===== config.mk =====
export PLATFORM = sky130hd
export DESIGN_NAME = corr_path_scheduler_flat
export DESIGN_NICKNAME = d
export VERILOG_FILES = /design/src/rtl/corr_path_scheduler_if.sv /design/src/rtl/corr_path_scheduler.sv /design/src/flat_wrapper.sv
export SDC_FILE = /design/constraint.sdc
export NUM_CORES = 1
export LEC_CHECK = 0
export ABC_AREA = 1
export CAP_MARGIN = 30
export CORE_MARGIN = 5
export CORE_UTILIZATION = 59
export CTS_BUF_LIST = sky130_fd_sc_hd__clkbuf_8
export CTS_CLUSTER_SIZE = 25
export DETAILED_ROUTE_END_ITERATION = 10
export HOLD_SLACK_MARGIN = 0.03
export PLACE_DENSITY = 0.82
export SLEW_MARGIN = 20
export SYNTH_ARGS = -nofsm -noshare
export SYNTH_HDL_FRONTEND = slang
export SYNTH_SLANG_ARGS = --single-unit

===== constraint.sdc =====
create_clock -name clk -period 8 [get_ports clk]
set_clock_uncertainty 0.2 [all_clocks]
set_input_delay 2 -clock clk [delete_from_list [all_inputs] [get_ports clk]]
set_output_delay 2 -clock clk [all_outputs]
set_load 0.03 [all_outputs]

===== src/rtl/corr_path_scheduler_if.sv =====
// Stream bundle between the scheduler and its environment: Gaussian pairs in, tagged W results out.
interface corr_path_scheduler_if #(
  parameter int unsigned CNT_W = 16
);
  logic             g_valid;
  logic             g_ready;
  logic [22:0]      g1;
  logic [22:0]      g2;
  logic             w_valid;
  logic             w_ready;
  logic [31:0]      w1;
  logic [31:0]      w2;
  logic [CNT_W-1:0] w_step;
  logic [CNT_W-1:0] w_path;
  logic             w_last;

  // Environment side: supplies Gaussian pairs, consumes results.
  modport master (
    output g_valid, g1, g2, w_ready,
    input  g_ready, w_valid, w1, w2, w_step, w_path, w_last
  );

  // Scheduler side.
  modport slave (
    input  g_valid, g1, g2, w_ready,
    output g_ready, w_valid, w1, w2, w_step, w_path, w_last
  );
endinterface


===== src/rtl/corr_path_scheduler.sv =====
// Sequences the Correlator for Heston Monte Carlo runs: flush, metered issue with
// step/path tags, and a credit-protected output FIFO so results are never dropped.
module corr_path_scheduler #(
  parameter int unsigned CORR_LAT   = 3,
  parameter int unsigned FIFO_DEPTH = 8,
  parameter int unsigned RST_CYC    = 3,
  parameter int unsigned CNT_W      = 16
) (
  input  logic             clk,
  input  logic             rst,
  input  logic             start,
  input  logic [CNT_W-1:0] num_steps,
  input  logic [CNT_W-1:0] num_paths,
  input  logic [31:0]      cfg_rho,
  input  logic [31:0]      cfg_sqrt,
  output logic             busy,
  output logic             done,
  output logic             corr_rst,
  output logic [22:0]      corr_g1,
  output logic [22:0]      corr_g2,
  output logic [31:0]      corr_rho,
  output logic [31:0]      corr_sqrt,
  input  logic [31:0]      corr_w1,
  input  logic [31:0]      corr_w2,
  corr_path_scheduler_if.slave s
);

  localparam int unsigned PW  = (FIFO_DEPTH > 1) ? $clog2(FIFO_DEPTH) : 1;
  localparam int unsigned CW  = $clog2(FIFO_DEPTH + CORR_LAT + 2) + 1;
  localparam int unsigned FCW = (RST_CYC > 1) ? $clog2(RST_CYC) : 1;
  // Stage 0 rides alongside corr_g1/g2; the next CORR_LAT stages track the Correlator pipeline.
  localparam int unsigned NT  = CORR_LAT + 1;

  typedef enum logic [1:0] {ST_IDLE, ST_FLUSH, ST_RUN, ST_DRAIN} state_t;

  typedef struct packed {
    logic             v;
    logic             last;
    logic [CNT_W-1:0] step;
    logic [CNT_W-1:0] path;
  } tag_t;

  typedef struct packed {
    logic [31:0]      w1;
    logic [31:0]      w2;
    logic [CNT_W-1:0] step;
    logic [CNT_W-1:0] path;
    logic             last;
  } entry_t;

  state_t           state_q, state_d;
  logic [CNT_W-1:0] steps_q, steps_d, paths_q, paths_d;
  logic [CNT_W-1:0] step_q, step_d, path_q, path_d;
  logic [31:0]      rho_lat_q, rho_lat_d, sqrt_lat_q, sqrt_lat_d;
  logic [31:0]      corr_rho_q, corr_rho_d, corr_sqrt_q, corr_sqrt_d;
  logic [22:0]      corr_g1_q, corr_g1_d, corr_g2_q, corr_g2_d;
  logic [FCW-1:0]   flush_q, flush_d;
  logic             busy_q, busy_d, done_q, done_d, corr_rst_q, corr_rst_d;
  tag_t             tag_q [NT];
  tag_t             tag_d [NT];
  entry_t           mem_q [FIFO_DEPTH];
  logic [PW-1:0]    wr_ptr_q, wr_ptr_d, rd_ptr_q, rd_ptr_d;
  logic [CW-1:0]    count_q, count_d;

  logic [CW-1:0]    inflight;
  logic [CW-1:0]    occ_after_pop;
  logic             g_ready_c, hs, pop, push, last_idx, drained;
  entry_t           head;

  function automatic logic [PW-1:0] ptr_inc(input logic [PW-1:0] p);
    return (p == PW'(FIFO_DEPTH - 1)) ? '0 : p + PW'(1);
  endfunction

  // Credit accounting: valid tags in flight plus FIFO occupancy after any pop this cycle.
  always_comb begin
    inflight = '0;
    for (int unsigned i = 0; i < NT; i++) begin
      inflight = inflight + CW'(tag_q[i].v);
    end
    pop           = (count_q != '0) && s.w_ready;
    push          = tag_q[NT-1].v;
    occ_after_pop = inflight + count_q - CW'(pop);
    g_ready_c     = (state_q == ST_RUN) && (occ_after_pop < CW'(FIFO_DEPTH));
    hs            = s.g_valid && g_ready_c;
    last_idx      = (step_q == steps_q - CNT_W'(1)) && (path_q == paths_q - CNT_W'(1));
    drained       = (inflight == '0) &&
                    ((count_q == '0) || ((count_q == CW'(1)) && pop));
  end

  // Next-state, counters, tag pipe and FIFO pointers.
  always_comb begin
    state_d     = state_q;
    steps_d     = steps_q;
    paths_d     = paths_q;
    step_d      = step_q;
    path_d      = path_q;
    rho_lat_d   = rho_lat_q;
    sqrt_lat_d  = sqrt_lat_q;
    corr_rho_d  = rho_lat_q;
    corr_sqrt_d = sqrt_lat_q;
    corr_g1_d   = corr_g1_q;
    corr_g2_d   = corr_g2_q;
    flush_d     = flush_q;
    done_d      = 1'b0;
    tag_d[0]    = '0;
    for (int unsigned i = 1; i < NT; i++) begin
      tag_d[i] = tag_q[i-1];
    end

    case (state_q)
      ST_IDLE: begin
        if (start) begin
          steps_d    = num_steps;
          paths_d    = num_paths;
          rho_lat_d  = cfg_rho;
          sqrt_lat_d = cfg_sqrt;
          if ((num_steps == '0) || (num_paths == '0)) begin
            done_d = 1'b1;
          end else begin
            state_d = ST_FLUSH;
            flush_d = '0;
            step_d  = '0;
            path_d  = '0;
          end
        end
      end
      ST_FLUSH: begin
        if (flush_q == FCW'(RST_CYC - 1)) begin
          state_d = ST_RUN;
        end else begin
          flush_d = flush_q + FCW'(1);
        end
      end
      ST_RUN: begin
        if (hs) begin
          corr_g1_d = s.g1;
          corr_g2_d = s.g2;
          tag_d[0]  = '{v: 1'b1, last: last_idx, step: step_q, path: path_q};
          if (last_idx) begin
            step_d  = '0;
            path_d  = '0;
            state_d = ST_DRAIN;
          end else if (step_q == steps_q - CNT_W'(1)) begin
            step_d = '0;
            path_d = path_q + CNT_W'(1);
          end else begin
            step_d = step_q + CNT_W'(1);
          end
        end
      end
      ST_DRAIN: begin
        if (drained) begin
          state_d = ST_IDLE;
          done_d  = 1'b1;
        end
      end
      default: state_d = ST_IDLE;
    endcase

    busy_d     = (state_d != ST_IDLE);
    corr_rst_d = (state_d == ST_FLUSH);
    wr_ptr_d   = push ? ptr_inc(wr_ptr_q) : wr_ptr_q;
    rd_ptr_d   = pop  ? ptr_inc(rd_ptr_q) : rd_ptr_q;
    count_d    = count_q + CW'(push) - CW'(pop);
  end

  // State and control registers; reset aborts any run silently.
  always_ff @(posedge clk) begin
    if (rst) begin
      state_q     <= ST_IDLE;
      steps_q     <= '0;
      paths_q     <= '0;
      step_q      <= '0;
      path_q      <= '0;
      rho_lat_q   <= '0;
      sqrt_lat_q  <= '0;
      corr_rho_q  <= '0;
      corr_sqrt_q <= '0;
      corr_g1_q   <= '0;
      corr_g2_q   <= '0;
      flush_q     <= '0;
      busy_q      <= 1'b0;
      done_q      <= 1'b0;
      corr_rst_q  <= 1'b1;
      wr_ptr_q    <= '0;
      rd_ptr_q    <= '0;
      count_q     <= '0;
      for (int unsigned i = 0; i < NT; i++) begin
        tag_q[i] <= '0;
      end
    end else begin
      state_q     <= state_d;
      steps_q     <= steps_d;
      paths_q     <= paths_d;
      step_q      <= step_d;
      path_q      <= path_d;
      rho_lat_q   <= rho_lat_d;
      sqrt_lat_q  <= sqrt_lat_d;
      corr_rho_q  <= corr_rho_d;
      corr_sqrt_q <= corr_sqrt_d;
      corr_g1_q   <= corr_g1_d;
      corr_g2_q   <= corr_g2_d;
      flush_q     <= flush_d;
      busy_q      <= busy_d;
      done_q      <= done_d;
      corr_rst_q  <= corr_rst_d;
      wr_ptr_q    <= wr_ptr_d;
      rd_ptr_q    <= rd_ptr_d;
      count_q     <= count_d;
      for (int unsigned i = 0; i < NT; i++) begin
        tag_q[i] <= tag_d[i];
      end
    end
  end

  // FIFO storage: Correlator output joined with its tag as the tag leaves the pipe.
  always_ff @(posedge clk) begin
    if (push) begin
      mem_q[wr_ptr_q] <= '{w1: corr_w1, w2: corr_w2, step: tag_q[NT-1].step,
                           path: tag_q[NT-1].path, last: tag_q[NT-1].last};
    end
  end

  assign head      = mem_q[rd_ptr_q];
  assign s.g_ready = g_ready_c;
  assign s.w_valid = (count_q != '0);
  assign s.w1      = head.w1;
  assign s.w2      = head.w2;
  assign s.w_step  = head.step;
  assign s.w_path  = head.path;
  assign s.w_last  = head.last;

  assign busy      = busy_q;
  assign done      = done_q;
  assign corr_rst  = corr_rst_q;
  assign corr_g1   = corr_g1_q;
  assign corr_g2   = corr_g2_q;
  assign corr_rho  = corr_rho_q;
  assign corr_sqrt = corr_sqrt_q;

endmodule

===== src/flat_wrapper.sv =====
// flat-port wrapper written by rule: the top's interface ports become plain ports
module corr_path_scheduler_flat 
#(
  parameter int unsigned CORR_LAT   = 3,
  parameter int unsigned FIFO_DEPTH = 8,
  parameter int unsigned RST_CYC    = 3,
  parameter int unsigned CNT_W      = 16
)
  (clk, rst, start, num_steps, num_paths, cfg_rho, cfg_sqrt, busy, done, corr_rst, corr_g1, corr_g2, corr_rho, corr_sqrt, corr_w1, corr_w2, s_g_valid, s_g1, s_g2, s_w_ready, s_g_ready, s_w_valid, s_w1, s_w2, s_w_step, s_w_path, s_w_last);
  corr_path_scheduler_if #(.CNT_W(CNT_W)) s_i ();
  input  logic clk;
  input  logic rst;
  input  logic start;
  input  logic [CNT_W-1:0] num_steps;
  input  logic [CNT_W-1:0] num_paths;
  input  logic [31:0] cfg_rho;
  input  logic [31:0] cfg_sqrt;
  output logic busy;
  output logic done;
  output logic corr_rst;
  output logic [22:0] corr_g1;
  output logic [22:0] corr_g2;
  output logic [31:0] corr_rho;
  output logic [31:0] corr_sqrt;
  input  logic [31:0] corr_w1;
  input  logic [31:0] corr_w2;
  input wire logic [$bits(s_i.g_valid)-1:0] s_g_valid;
  input wire logic [$bits(s_i.g1)-1:0] s_g1;
  input wire logic [$bits(s_i.g2)-1:0] s_g2;
  input wire logic [$bits(s_i.w_ready)-1:0] s_w_ready;
  output wire logic [$bits(s_i.g_ready)-1:0] s_g_ready;
  output wire logic [$bits(s_i.w_valid)-1:0] s_w_valid;
  output wire logic [$bits(s_i.w1)-1:0] s_w1;
  output wire logic [$bits(s_i.w2)-1:0] s_w2;
  output wire logic [$bits(s_i.w_step)-1:0] s_w_step;
  output wire logic [$bits(s_i.w_path)-1:0] s_w_path;
  output wire logic [$bits(s_i.w_last)-1:0] s_w_last;
  assign s_i.g_valid = s_g_valid;
  assign s_i.g1 = s_g1;
  assign s_i.g2 = s_g2;
  assign s_i.w_ready = s_w_ready;
  assign s_g_ready = s_i.g_ready;
  assign s_w_valid = s_i.w_valid;
  assign s_w1 = s_i.w1;
  assign s_w2 = s_i.w2;
  assign s_w_step = s_i.w_step;
  assign s_w_path = s_i.w_path;
  assign s_w_last = s_i.w_last;
  corr_path_scheduler #(.CORR_LAT(CORR_LAT), .FIFO_DEPTH(FIFO_DEPTH), .RST_CYC(RST_CYC), .CNT_W(CNT_W)) u_core (.clk(clk), .rst(rst), .start(start), .num_steps(num_steps), .num_paths(num_paths), .cfg_rho(cfg_rho), .cfg_sqrt(cfg_sqrt), .busy(busy), .done(done), .corr_rst(corr_rst), .corr_g1(corr_g1), .corr_g2(corr_g2), .corr_rho(corr_rho), .corr_sqrt(corr_sqrt), .corr_w1(corr_w1), .corr_w2(corr_w2), .s(s_i));
endmodule

Yosys cells after proc, flatten, opt, wreduce, memory -nomap -nowiden
Memories as Yosys holds them, arrays and structs flattened. A register that Yosys moved wholly into a read port is not among the register bits.
Cells that the tools add are included.
{"block": "op_classes", "eq_ne": 15, "bitwise_logic": 4, "n_mux": 40, "shift": 0, "reduce_logical": 22, "div": 0, "order_cmp": 1, "n_addsub": 14, "mul": 0}
{"operator": "two-way mux 34 bit", "n": 6}
{"operator": "two-way mux 16 bit", "n": 8}
{"operator": "case mux 16 bit (2 select lines)", "n": 2}
{"operator": "adder 16 x 1 -> 16 bit, second input constant", "n": 2}
{"operator": "equality test 16 bit", "n": 2}
{"operator": "zero test 16 bit", "n": 2}
{"operator": "subtractor 16 x 1 -> 16 bit, second input constant", "n": 2}
{"operator": "two-way mux 2 bit", "n": 9}
{"operator": "adder 5 x 1 -> 5 bit", "n": 3}
{"operator": "two-way mux 3 bit", "n": 4}
{"operator": "zero test 5 bit", "n": 2}
{"operator": "subtractor 5 x 1 -> 5 bit", "n": 2}
{"operator": "two-way mux 1 bit", "n": 8}
{"operator": "case mux 2 bit (4 select lines)", "n": 1}
{"operator": "AND reduction 4 bit", "n": 2}
{"operator": "adder 3 x 1 -> 3 bit, second input constant", "n": 2}
{"operator": "equality test 2 bit, second input constant", "n": 3}
{"operator": "equality test 3 bit, second input constant", "n": 2}
{"operator": "logical AND 1 bit", "n": 6}
{"operator": "inequality test 2 bit, second input constant", "n": 3}
{"operator": "nonzero test 2 bit", "n": 3}
{"operator": "adder 5 bit", "n": 1}
{"operator": "equality test 5 x 1 -> 1 bit, second input constant", "n": 1}
{"operator": "less-than comparator 5 x 4 -> 1 bit, second input constant", "n": 1}
{"operator": "other kinds (13)", "n": 19}
{"block": "totals", "reg_bits": 256, "mem_bits_rw": 912, "n_memories": 2, "mem_bits_ro": 0, "latchBits": 0}
{"name": "u_core.mem_q", "words": 8, "width": 97, "rd": 1, "rd_clocked_by_memory_dff": 1, "wr": 1, "line_no": "corr_path_scheduler.sv:61", "source": "entry_t mem_q [FIFO_DEPTH];"}
{"name": "u_core.tag_q", "words": 4, "width": 34, "rd": 4, "rd_clocked_by_memory_dff": 0, "wr": 4, "line_no": "corr_path_scheduler.sv:59", "source": "tag_t tag_q [NT];"}

Longest topological paths before layout
Gate-level depths: netlist (run 1).
An unclocked memory read counts as a cell.
{"block": "logic_depth", "depth_word": 12, "depth_mapped": 26}

Worst setup path before layout (run 1)
OpenSTA, ideal clock, no wires.
{"block": "synth_timing", "kind": "reg-to-reg", "from": "memory u_core.tag_q[3][33] in the netlist's numbering", "to": "memory u_core.mem_q[0][0] in the netlist's numbering (enable)", "arrival_ns": 4.826, "slack_ns": 2.420, "stages_incl_launch_ff": 4, "required_time_ns": 7.247, "path_buffers": 0, "cell_sequence": "dfxtp_1 -> inv_1 -> or2_2 -> nor2_1"}
{"element": "start: declaration", "line_no": "corr_path_scheduler.sv:59"}
{"element": "end: declaration", "line_no": "corr_path_scheduler.sv:61"}

Final worst setup path (run 1)
{"block": "layout_timing", "from": "input port s_w_ready", "to": "output port s_g_ready"}
{"block": "layout_via", "elab_chain_cells": 4}
{"element": "start: declaration", "line_no": "flat_wrapper.sv:30", "source": "input wire logic [$bits(s_i.w_ready)-1:0] s_w_ready;"}
{"element": "logical AND 1 bit", "line_no": "corr_path_scheduler.sv:80", "source": "pop = (count_q != '0) && s.w_ready;"}
{"element": "subtractor 5 x 1 -> 5 bit", "line_no": "corr_path_scheduler.sv:82", "source": "occ_after_pop = inflight + count_q - CW'(pop);"}
{"element": "less-than comparator 5 x 4 -> 1 bit", "line_no": "corr_path_scheduler.sv:83", "source": "g_ready_c = (state_q == ST_RUN) && (occ_after_pop < CW'(FIFO_DEPTH));"}
{"element": "logical AND 1 bit", "line_no": "corr_path_scheduler.sv:83"}
{"element": "end: declaration", "line_no": "flat_wrapper.sv:31", "source": "output wire logic [$bits(s_i.g_ready)-1:0] s_g_ready;"}
Every way passes these cells.

==> results.toml, run 1 <==
[outcome]
status = "complete, no violations"

[job]
maxCapViolCount = 0

[floorplanning]
die_h_um = 284.5
dieArea_um2 = 80950
coreArea_um2 = 74570
die_x_um = 284.5
boundaryPins = 423
initial_core_util_pct = 59.62
core.rowCount = 100

[detailed_routing]
drt-initial-drc-count = 2548
drt_pass1_iterations = 6
routedWlPerCell_um = 17.54
routed_wl_um = 98150
ant_nets = 0
vias = 30670
routed_via_density = 5.482
route.detailed.drc = 0

[timing]
tns_ns = 0
rsz0062_at_grt = "no"
slew_violations = 0
finalCritPeriodShare_pct = 81.37
hold_violations = 0
min_period_ns = 6.509
fmax_mhz = 153.6
worst_pin_slew_ns = 0.9980
setup_viol = 0
slew_headroom_pct = 33.46

[cts]
path_clk_slew_ns = 0.06
cts_setup_buffers = 0
cts_made_buffers = 177
cts_tree = "done"
hold_buffers = 0
clock_latency_ns = 0.80
clockBufferDepth = 3
numClockSinks = 1171
postCtsResizedCells = 0
cts_max_level = 4
root_buffer = "clkbuf_8"

[logic_synthesis]
syn-instance-count = 4071
synthTopCellsByArea = "edfxtp_1 (52%), dfxtp_1 (18%), nor2_1 (8.4%), o21ai_0 (5.8%), inv_1 (2.4%)"
syn-num-nets = 4309
yosys_warnings = 0
syn_area_per_cell_um2 = 10.92
synth_area_um2 = 44460
synth_top_cell_by_area = "edfxtp_1"
ys_seq_area_share_pct = 70.20
ys_seq_elements = 1171
yosysTopAreaCellShare_pct = 52.41
synthDistinctLibCells = 45

[placement]
gp_congestion = 0.8473
post-dp-hpwl_um = 56090
placedInstanceArea_um2 = 49430
io_buffers = 422

[grt]
grt_pass1_wl_um = 154600
grt.total_usage_pct = 23.67
grt-ovfl-total = 0
grt_max_degree = 196
antenna_found_initial = 5
grt_pass1_vias = 29911

[setup_path]
crit_path_start_kind = "primary input"
crit_top_cell = "nand2_1"
slowest_stage = "clkdlybuf4s50_1"
crit_arrival_ns = 4.31
crit_path_end_kind = "primary output"
critical_path.max_stage_delay_ns = 0.68
cp.required_ns = 5.80
r2r_setup_slack_ns = 3.50
path_class = "in2out"
path_max_fanout = 3
crit_path_cell_trace = "clkdlybuf4s50_1 -> nand3_2 -> ha_1 -> inv_1 -> nor2_1 -> nand2_1 -> nand2_1 -> nand2_1 -> nand2_1 -> nand2_1 -> nand2_1 -> nand2_1 -> inv_1 -> clkdlybuf4s50_1"
path_buf_inv = 4
crit_family = "buffers and inverters"

[final_layout]
area_growth_pct = 18.90
design_area_um2 = 52860
drive_gt1_share_pct = 7.008
nets = 4717

[power_and_ir_drop]
p_per_area_nw_per_um2 = 280.9
ir_worst_vdd_mv = 0.1839
p_leak_nw = 18.83

[hold_path]
min_path_type = "reg2reg"
==> placed cells by master (no fill, tap or decap), types with 6 or more instances in the layout <==
cell	synthesis	layout
nand3_1	50	50
nand3b_1	9	9
o21ai_0	519	519
xnor2_1	8	8
nand3_2	7	7
dfxtp_1	395	393
buf_4	3	28
clkinv_1	3	26
nor3_1	24	24
a21oi_1	164	164
a31oi_1	98	98
nand4_1	20	20
inv_2	8	8
clkbuf_8	0	191
nand2_1	240	239
o21ai_1	14	14
clkinv_2	0	16
buf_12	0	8
inv_1	285	357
nor2_4	5	13
clkdlybuf4s50_1	0	421
ha_1	25	25
nand2_2	6	6
edfxtp_1	776	776
nor4_1	10	10
xor2_1	34	34
nor2_2	7	7
o22ai_1	97	97
nor2_1	1000	992
or2_2	8	8
==> flip-flops by register name (all words and copies together), names as in the netlist, 5 cells and up, named ones only <==
register,flops
u_core.mem_q,776
u_core.tag_q,136
u_core.corr_rho,32
u_core.corr_rho_d,32
u_core.corr_sqrt,32
u_core.corr_sqrt_d,32
u_core.corr_g1,23
u_core.corr_g2,23
u_core.path_q,16
u_core.paths_q,16
u_core.step_q,16
u_core.steps_q,16
u_core.count_q,5
==> kinds of logic after synthesis <==
logic type	share of synthesized area, %
adders and majority gates	0.7936
DFF	70.20
buffers and inverters	4.559
and+or+nand+nor	12.64
xor gates and xnor gates	0.9287
AOI/OAI and AO/OA	10.88
==> worst reg2reg max path: cells and delay by family (launching register included) <==
kind	cells	cell delay, ns
buf+inv	7	0.74
compound gates	1	0.15
fa+ha+maj	4	1.16
flops	1	0.41
simple gates	10	1.69
==> metal layers <==
layer / wire (um) / track usage, % / vias up
met5: 12 / 0 / -
met4: 2637 / 8.346 / 2
met3: 7488 / 5.304 / 186
met2: 48550 / 40.77 / 1191
met1: 39460 / 29.74 / 14483
li1: - / - / 14808
==> Yosys cell counts, drive strengths merged <==
cell type  number
nor2         1013
edfxtp        776
o21ai         534
dfxtp         395
inv           293
nand2         246
clkbuf        190
a21oi         164
a31oi          98
o22ai          97
nand3          57
buf            41
xor2           34
ha             25
nor3           25
nand4          20
nor4           10
nand3b          9
or2             8
xnor2           8
a211oi          5
nor3b           4
clkinv          3
o211ai          3
and3            2
fa              2
o2111ai         2
o211a           2
o21bai          2
xnor3           2
o221ai          1
==> through the flow <==
step / hold WS (ns) / cells / utilization, % / worst slack [ns] / power, W
after global placement: 0.1885 / 5265 / 66.26 / 1.437 / 0.01034
after CTS: 0.1885 / 5589 / 70.78 / 1.448 / 0.01496
after global routing: 0.2025 / 5595 / 70.89 / 1.293 / 0.01558
after detailed placement: 0.1923 / 5266 / 66.28 / 1.466 / 0.01043
after floorplan: 0.1883 / 4071 / - / 2.420 / 0.009085
final: 0.1805 / 5595 / 70.89 / 1.491 / 0.01485
==> worst paths after layout <==
kind | start | to | cells past startpoint
min | u_core.tag_q[0][12]$_SDFF_PP0_ | u_core.tag_q[1][12]$_SDFF_PP0_ | 2
min reg2reg | u_core.tag_q[0][12]$_SDFF_PP0_ | u_core.tag_q[1][12]$_SDFF_PP0_ | 2
max | s_w_ready | s_g_ready | 14
max reg2reg | u_core.tag_q[3][33]$_SDFF_PP0_ | u_core.step_q[7]$_SDFFE_PP0P_ | 22
==> layout make-up <==
type | instances | area [um2]
Clock inverter | 132 | 725.7
Sequential cell | 1171 | 31220
Tap cell | 969 | 1212
Clock buffer | 191 | 2629
Multi-Input combinational cell | 2373 | 11290
Inverter | 296 | 1130
Fill cell | 5074 | 21710
Antenna cell | 3 | 7.507
Timing Repair Buffer | 460 | 4651
==> report_power, final <==
group	switching, W	internal (W)
sequential	0.000121	0.00653
clock	0.00221	0.00232
combinational	0.00237	0.00130
No activity file was read; power rests on OpenSTA's default activity.
==> run 2: changes to the inputs <==
CORE_UTILIZATION = 53   (was 59)
PLACE_DENSITY = 0.78   (was 0.82)
clock period = 5.66 ns   (was 8 ns; I/O delays follow)
==> run 2 against run 1 <==
- clock power up 45%
- cell count up 2.1%
- global-route usage shrank 1.8 points
- total power rose by 43%
- design area grew 0.77%
- worst setup slack got worse by 1.1 ns
- largest power group unchanged
- sequential power rose by 41%
- non-clock buffer count increased by 4
- register-to-register slack worse by 2.1 ns
==> results.toml, run 2 (synthesis gave the netlist of run 1 again) <==
[power_and_ir_drop]
p_sw_w = 0.006762
p_comb_share_pct = 24.9
p_leak_nw = 18.91
sw_frac_of_total_pct = 31.90
p_per_area_nw_per_um2 = 397.9
p_int_w = 0.01443
seq_power_share_pct = 44.1
clkPwrFrac_pct = 30.9
ir_worst_vdd_mv = 0.2465

[timing]
fmax_mhz = 189.5
tns_ns = 0
min_period_ns = 5.277
rsz0062_at_grt = "no"
whs_ns = 0.1765
finalCritPeriodShare_pct = 93.23
slew_headroom_pct = 37.61
setup_viol = 0
worst_pin_slew_ns = 0.9336
hold_violations = 0
slew_violations = 0

[setup_path]
r2r_setup_slack_ns = 1.36
path_class = "reg2out"
crit_path_end_kind = "primary output"
crit_path_start_kind = "flop"
crit_arrival_ns = 3.66
cp.required_ns = 4.05
path_max_fanout = 3

[floorplanning]
initial_core_util_pct = 53.30
dieArea_um2 = 89780
core.rowCount = 106
die_h_um = 299.6
coreArea_um2 = 83420
die_x_um = 299.6
boundaryPins = 423

[grt]
grt_max_degree = 176
grt_pass1_wl_um = 157600
grt-ovfl-total = 0
grt.total_usage_pct = 21.82
antenna_found_initial = 5
grt_pass1_vias = 29904

[hold_path]
min_path_type = "reg2reg"

[final_layout]
final_common_cell = "nor2_1"
layout.cells.non_filler = 5715
largest_reg_flops = 776
n_fill_cell = 6334
drive_gt1_share_pct = 7.104
nets = 4722
reg_top3 = "u_core.mem_q (776), u_core.tag_q (136)"
layout_common_cells = "nor2_1 (992), edfxtp_1 (776), o21ai_0 (519), clkdlybuf4s50_1 (420), dfxtp_1 (393)"
area_growth_pct = 19.81
top_register = "u_core.mem_q"

[detailed_routing]
vias = 30421
drt_pass1_iterations = 6
routed_wl_um = 100600
routed_via_density = 5.323
drt-initial-drc-count = 2433
route.detailed.drc = 0
routedWlPerCell_um = 17.60
ant_nets = 0

[cts]
cts_tree = "done"
cts_setup_buffers = 0
hold_buffers = 0
clock_latency_ns = 0.83
cts_max_level = 4
postCtsResizedCells = 1
path_clk_slew_ns = 0.06
root_buffer = "clkbuf_8"
numClockSinks = 1171
clockBufferDepth = 3
cts_made_buffers = 178

[placement]
dpl.cell_count = 5382
post-dp-hpwl_um = 58390
gp_congestion = 0.8390
io_buffers = 422

[outcome]
status = "complete, no violations"

[job]
maxCapViolCount = 0
==> run 2: cell types whose count changed in the layout (fill, tap and decap cells not counted), moves of 3 or more <==
cell,previous run,this run
buf_12,8,21
inv_1,357,350
clkbuf_8,191,194
clkinv_1,26,36
inv_12,4,8
buf_4,28,17
inv_8,5,2
==> run 2: routing by layer <==
metal	up-vias	GRT usage, %	share of wire [%]	routed length, um
met4	0	7.333	2.5	2502
met2	1058	37.74	50	49850
met5	-	0	0	0
met1	14367	27.23	40	40660
li1	14813	-	-	-
met3	183	5.142	7.5	7547
==> run 2: area by class of cell <==
class	instances	area (um2)	area share [%]
Clock inverter	134	753.2	1.414
Timing Repair Buffer	464	4860	9.123
Tap cell	1080	1351	2.537
Inverter	296	1130	2.121
Sequential cell	1171	31220	58.60
Antenna cell	4	10.01	0.01879
Clock buffer	193	2656	4.987
Multi-Input combinational cell	2373	11290	21.20
==> run 2: power by group through the flow <==
stage / Sequential [W] / Combinational, W / Clock [W]
after floorplan: 0.00954 / 0.00330 / 0
after global placement: 0.00953 / 0.00520 / 0
after detailed placement: 0.00953 / 0.00529 / 0
after CTS: 0.00935 / 0.00532 / 0.00672
after global routing: 0.00937 / 0.00576 / 0.00711
final: 0.00935 / 0.00529 / 0.00656
==> run 2: final timing paths <==
path / startpoint / to / cells after the start
min: u_core.tag_q[2][8]$_SDFF_PP0_ / u_core.tag_q[3][8]$_SDFF_PP0_ / 2
min reg2reg: u_core.tag_q[2][8]$_SDFF_PP0_ / u_core.tag_q[3][8]$_SDFF_PP0_ / 2
max reg2reg: u_core.tag_q[1][33]$_SDFF_PP0_ / u_core.step_q[2]$_SDFFE_PP0P_ / 22
max: u_core.tag_q[1][33]$_SDFF_PP0_ / s_g_ready / 18
==> run 2: critical path: stages, from the launching register on <==
cell           delay (ns)
dfxtp_1              0.31
ha_1                 0.28
inv_1                0.05
fa_1                 0.35
inv_1                0.07
ha_1                 0.17
inv_1                0.05
ha_1                 0.27
inv_1                0.04
ha_1                 0.29
nand2_1              0.05
inv_1                0.05
nand3_1              0.10
nand3_1              0.08
nand2_1              0.07
nor2_2               0.12
nand2_1              0.06
inv_1                0.04
dlygate4sd2_1        0.41
==> run 2: metrics by stage <==
step / setup slack (ns) / util, % / power [W] / instance area (um2)
after floorplan: 0.08014 / - / 0.01284 / 44460
after global placement: 0.4302 / 59.61 / 0.01473 / 49730
after detailed placement: 0.4159 / 59.72 / 0.01483 / 49820
after CTS: 0.2653 / 63.80 / 0.02139 / 53220
after global routing: 0.05430 / 63.86 / 0.02224 / 53270
final: 0.3833 / 63.86 / 0.02120 / 53270
